File: config.mk
export PLATFORM = sky130hd
export DESIGN_NAME = pll_dyn_ctrl
export DESIGN_NICKNAME = d
export VERILOG_FILES = /design/src/rtl/pll_dyn_ctrl.sv
export SDC_FILE = /design/constraint.sdc
export NUM_CORES = 1
export LEC_CHECK = 0
export CORE_ASPECT_RATIO = 0.75
export CORE_MARGIN = 5
export CORE_UTILIZATION = 34
export DETAILED_ROUTE_END_ITERATION = 12
export DONT_BUFFER_PORTS = 1
export PLACE_DENSITY = 0.51
export SLEW_MARGIN = 0
export SYNTH_ARGS = -nofsm -noshare
export SYNTH_HDL_FRONTEND = slang
export SYNTH_SLANG_ARGS = --single-unit
File: constraint.sdc
create_clock -name clk -period 2.8 [get_ports clk]
set_clock_uncertainty 0.15 [all_clocks]
set_input_delay 0.56 -clock clk [delete_from_list [all_inputs] [get_ports clk]]
set_output_delay 0.56 -clock clk [all_outputs]
set_load 0.05 [all_outputs]
File: src/rtl/pll_dyn_ctrl.sv
// Dynamic PLL reconfiguration controller: shadow/active divider banks, PLL
// reset sequencing, filtered lock detection with timeout, retry and error.
module pll_dyn_ctrl #(
    parameter int NUM_CH        = 5,
    parameter int RATIO_W       = 10,
    parameter int DEFAULT_RATIO = 16,
    parameter int RST_CYCLES    = 16,
    parameter int LOCK_FILTER   = 64,
    parameter int LOCK_TIMEOUT  = 65535,
    parameter int MAX_RETRY     = 3
) (
    input  logic                      clk,
    input  logic                      rst,
    input  logic                      wr_en,
    input  logic [2:0]                wr_ch,
    input  logic [RATIO_W-1:0]        wr_ratio,
    input  logic [RATIO_W-1:0]        wr_duty,
    input  logic                      apply,
    input  logic                      lock_lost_clr,
    input  logic                      pll_lock,
    output logic                      pll_rst,
    output logic [NUM_CH*RATIO_W-1:0] dyn_ratio,
    output logic [NUM_CH*RATIO_W-1:0] dyn_duty,
    output logic                      locked,
    output logic                      busy,
    output logic                      err,
    output logic                      done,
    output logic                      lock_lost
);
    localparam int RST_W   = $clog2(RST_CYCLES + 1);
    localparam int FLT_W   = $clog2(LOCK_FILTER + 1);
    localparam int TO_W    = $clog2(LOCK_TIMEOUT + 1);
    localparam int RETRY_W = (MAX_RETRY < 1) ? 1 : $clog2(MAX_RETRY + 1);

    typedef logic [NUM_CH-1:0][RATIO_W-1:0] bank_t;
    localparam bank_t BANK_DEFAULT = {NUM_CH{RATIO_W'(DEFAULT_RATIO)}};

    // One-hot so each status output is a single state flop (busy is an OR of two).
    typedef enum logic [3:0] {
        S_RST_PLL   = 4'b0001,
        S_WAIT_LOCK = 4'b0010,
        S_LOCKED    = 4'b0100,
        S_ERROR     = 4'b1000
    } state_t;

    state_t               state;
    logic [RST_W-1:0]     rst_cnt;
    logic [FLT_W-1:0]     stable_cnt;
    logic [TO_W-1:0]      timeout_cnt;
    logic [RETRY_W-1:0]   retry_cnt;
    bank_t                shadow_ratio, shadow_duty;
    bank_t                active_ratio, active_duty;

    assign pll_rst   = state[0];
    assign busy      = state[0] | state[1];
    assign locked    = state[2];
    assign err       = state[3];
    assign dyn_ratio = active_ratio;
    assign dyn_duty  = active_duty;

    always_ff @(posedge clk) begin
        if (rst) begin
            state        <= S_RST_PLL;
            rst_cnt      <= '0;
            stable_cnt   <= '0;
            timeout_cnt  <= '0;
            retry_cnt    <= '0;
            // NOTE: the banks are reset because they define the PLL's power-up
            // configuration; they are small registers, not a RAM.
            shadow_ratio <= BANK_DEFAULT;
            shadow_duty  <= BANK_DEFAULT;
            active_ratio <= BANK_DEFAULT;
            active_duty  <= BANK_DEFAULT;
            done         <= 1'b0;
            lock_lost    <= 1'b0;
        end else begin
            done <= 1'b0;

            // A zero divide ratio is illegal for the PLL, so it is stored as 1.
            if (wr_en && (int'(wr_ch) < NUM_CH)) begin
                shadow_ratio[wr_ch] <= (wr_ratio == '0) ? RATIO_W'(1) : wr_ratio;
                shadow_duty[wr_ch]  <= (wr_duty == '0) ? RATIO_W'(1) : wr_duty;
            end

            // NOTE: with non-blocking assignments the last one in the block wins,
            // so the lock-loss set further down overrides this clear.
            if (lock_lost_clr) lock_lost <= 1'b0;

            case (state)
                S_RST_PLL: begin
                    if (rst_cnt == RST_W'(RST_CYCLES - 1)) begin
                        state       <= S_WAIT_LOCK;
                        rst_cnt     <= '0;
                        stable_cnt  <= '0;
                        timeout_cnt <= '0;
                    end else begin
                        rst_cnt <= rst_cnt + 1'b1;
                    end
                end

                S_WAIT_LOCK: begin
                    if (pll_lock && (stable_cnt == FLT_W'(LOCK_FILTER - 1))) begin
                        state      <= S_LOCKED;
                        stable_cnt <= FLT_W'(LOCK_FILTER);
                        done       <= 1'b1;
                    end else begin
                        stable_cnt <= pll_lock ? stable_cnt + 1'b1 : '0;
                        if (timeout_cnt == TO_W'(LOCK_TIMEOUT - 1)) begin
                            if (retry_cnt < RETRY_W'(MAX_RETRY)) begin
                                retry_cnt <= retry_cnt + 1'b1;
                                state     <= S_RST_PLL;
                            end else begin
                                state <= S_ERROR;
                            end
                        end else begin
                            timeout_cnt <= timeout_cnt + 1'b1;
                        end
                    end
                end

                S_LOCKED: begin
                    if (apply) begin
                        active_ratio <= shadow_ratio;
                        active_duty  <= shadow_duty;
                        retry_cnt    <= '0;
                        state        <= S_RST_PLL;
                    end
                    if (!pll_lock) begin
                        lock_lost <= 1'b1;
                        retry_cnt <= '0;
                        state     <= S_RST_PLL;
                    end
                end

                S_ERROR: begin
                    if (apply) begin
                        active_ratio <= shadow_ratio;
                        active_duty  <= shadow_duty;
                        retry_cnt    <= '0;
                        state        <= S_RST_PLL;
                    end
                end

                default: state <= S_RST_PLL;
            endcase
        end
    end
endmodule
==> run summary <==
Critical Path End -> timeout_cnt[8]
vias in the first global route -> 7247
Critical Path Stages -> 7
slew margin rel. -> 31.4%
dpl hpwl -> 16.3 mm
Die ar. -> 28900 sq um
Setup Fix Bufs, Post-CTS -> 0
run status -> complete, no violations
largest net degree at the start of global routing -> 116
Synth Warn # -> 0
CTS Buffer Depth -> 3
Peak VDD IR -> 0.346 mV
Placement Cell Area -> 9120 sq um
Vias -> 7588
Critical Path Source -> timeout_cnt[1]
maximum clock frequency -> 376 MHz
Ports -> 135
Max-cap violations -> 0
Post-synth EDFFs -> 0
min cycle time layout -> 2660 ps
cell count after synthesis -> 1099
clock root buffer -> clkbuf_16
Fill cells -> 2608
Sw Pwr -> 1460 uW
total power per unit cell area -> 649 nW/um^2
crit path max fanout -> 9
DR pass1 iterations -> 5
Lkg Pwr -> 0.00387 uW
CTS Buf Count -> 25
post-synthesis cell type count -> 48
Bufs and invs on worst path -> 1
sw frac -> 20.9%
DRC viols -> 0
Post-Syn Area -> 8710 sq um
first-pass GRT wire length -> 41.4 mm
CTS tree -> yes
Flop pwr share -> 49.0%
worst r2r src -> timeout_cnt[1]
CP max-delay cell -> or4_4
Final ANT Viol Nets -> 0
WP data required -> 3100 ps
combinational share of power -> 2.4%
initial DRC count -> 409
drt total wl -> 26.3 mm
internal power -> 5520 uW
Seq/Total Area, Yosys -> 54.3%
top_reg_cell synth -> dfxtp_1
Setup CP Type -> register to register
min-delay worst type -> primary input to register
Worst Tran Pin Value -> 1030 ps
clock network power share -> 48.6%
critical path's top delay family -> simple AND/OR/NAND/NOR gates
Initial Util -> 34.7%
IO Port Bufs -> 0
Finished Cell Area -> 10700 sq um
period utilization -> 95.0%
commonest non-fill, non-tap cells in the layout -> nand2_1 (398), dfxtp_1 (235), a21oi_1 (185)
Startpoint Class -> register
GP Congestion -> 0.758
r2r setup slk -> 140 ps
area grow syn2layout -> 23.5%
synthesized area per cell -> 7.92 sq um
Die X -> 195 microns
CP max stage delay -> 600 ps
Die Y -> 149 microns
asr flop ratio synth -> 0%
initial antenna violation count -> 1
ANT cells -> 0
critical path cell sequence -> ha_1, nand4_1, or4_4, a21oi_4, a21oi_1, a211oi_1, dlygate4sd3_1
post-DR vias/cell -> 5.01
routed len/inst -> 17.4 microns
worst reg2reg endpoint -> timeout_cnt[8]
gr ovfl total -> 0
commonest non-fill, non-tap cell in the layout -> nand2_1
final hold vios -> 0
crit end category -> register
Final Net Count -> 1194
Tot GR Track Use -> 17.5%
Core Region -> 25100 sq um
crit path DAT -> 2960 ps
Clk pin slew, worst setup/hold paths -> 60 ps
layout cell share with drive strength beyond 1 -> 6.88%
H-tree depth -> 1
Clock Latency Late Sink -> 500 ps
R2R cell count -> 7
TNS Setup -> 0 ps
syn nets -> 1133
flops & latches, synth -> 236
Setup-failing EPs final -> 0
Std-Cell Rows -> 50
clock sink count -> 236
fin. max-slew vios -> 0
logic make-up after synthesis:
logic type	count (synthesis)	synth area share (%)
adders and majority gates	5	0.719
DFF	236	54.3
buffers and inverters	74	3.49
xor gates and xnor gates	5	0.503
AOI/OAI and AO/OA	234	14.8
muxes	1	0.115
and+or+nand+nor	544	26.1
Yosys cell counts (2+ instances only):
library cell / instances / area share [%]
nand2_1: 399 / 17
dfxtp_1: 236 / 54
a21oi_1: 186 / 11
clkbuf_1: 55 / 2.4
nor2_1: 46 / 2.0
nand3_1: 38 / 2.2
nor3_1: 14 / 0.80
a211oi_1: 12 / 1.0
buf_2: 9 / 0.52
a31oi_1: 8 / 0.57
inv_1: 8 / 0.34
nand4_1: 8 / 0.57
o21ai_0: 8 / 0.46
ha_1: 5 / 0.72
nor2b_1: 5 / 0.36
o311ai_0: 5 / 0.50
or3_1: 5 / 0.36
nand2b_1: 4 / 0.29
nor4_1: 4 / 0.29
or4_1: 4 / 0.34
xor2_1: 3 / 0.30
a22oi_1: 2 / 0.17
a311oi_1: 2 / 0.20
and2_1: 2 / 0.14
and3_1: 2 / 0.14
buf_6: 2 / 0.26
nand3b_1: 2 / 0.17
nand4b_1: 2 / 0.20
o211ai_1: 2 / 0.17
or2_2: 2 / 0.14
xnor2_1: 2 / 0.20
cell type report:
class / instances / area, sq um / area share [%]
sequential: 236 / 4730 / 44.0
multi-input combinational: 789 / 3720 / 34.6
timing repair buffer: 100 / 1010 / 9.39
clock buffer: 37 / 721 / 6.70
tap: 338 / 423 / 3.93
clock inverter: 8 / 121 / 1.13
inverter: 8 / 30.0 / 0.279
through the flow:
step           power (uW)  std cells  util (%)  setup slack (ps)  hold slack (ps)
6_report             6970       1516      42.8               140             27.8
5_1_grt              7250       1516      42.8             -2.15             10.3
4_1_cts              7080       1516      42.8              40.5             3.99
3_5_place_dp         3610       1396      36.4               572              290
3_3_place_gp         3600       1396      36.4               614              287
2_1_floorplan        3610       1099         -               475              282
registers in the layout, summed over array words and instances, names as in the netlist:
register / flops
done: 1
shadow_duty: 50
state: 4
stable_cnt: 7
dyn_duty: 50
rst_cnt: 5
lock_lost: 1
timeout_cnt: 16
retry_cnt: 2
shadow_ratio: 50
dyn_ratio: 50
power groups by stage:
stage | registers [uW] | logic (uW) | clock network, uW
2_1_floorplan | 3490 | 122 | 0
3_3_place_gp | 3490 | 114 | 0
3_5_place_dp | 3490 | 116 | 0
4_1_cts | 3420 | 170 | 3500
5_1_grt | 3420 | 189 | 3650
6_report | 3420 | 168 | 3390
what timing repair did:
item / in CTS / in global routing
hold endpoints to repair: 188 / 0
hold buffers: 75 / 0
setup endpoints to repair: 0 / 24
resized for setup: 0 / 4
per-layer routing:
layer,vias up,share of wire (%),global-route usage [%]
li1,3797,-,-
met1,3575,48,24.9
met2,176,43,26.7
met3,38,7.4,4.98
met4,2,1.7,3.42
met5,-,0.049,0
worst min path at each step:
stage	to	startpoint	slack, ps	cells past startpoint
2_1_floorplan	dyn_duty[11]	shadow_duty[11]	280	2
3_3_place_gp	dyn_ratio[33]	shadow_ratio[33]	290	2
3_5_place_dp	dyn_duty[43]	shadow_duty[43]	290	2
4_1_cts	shadow_duty[14]	wr_duty[4]	4	2
5_1_grt	shadow_ratio[24]	wr_ratio[4]	10	2
6_report	shadow_duty[14]	wr_duty[4]	30	2
(Power assumes the default switching activity.)
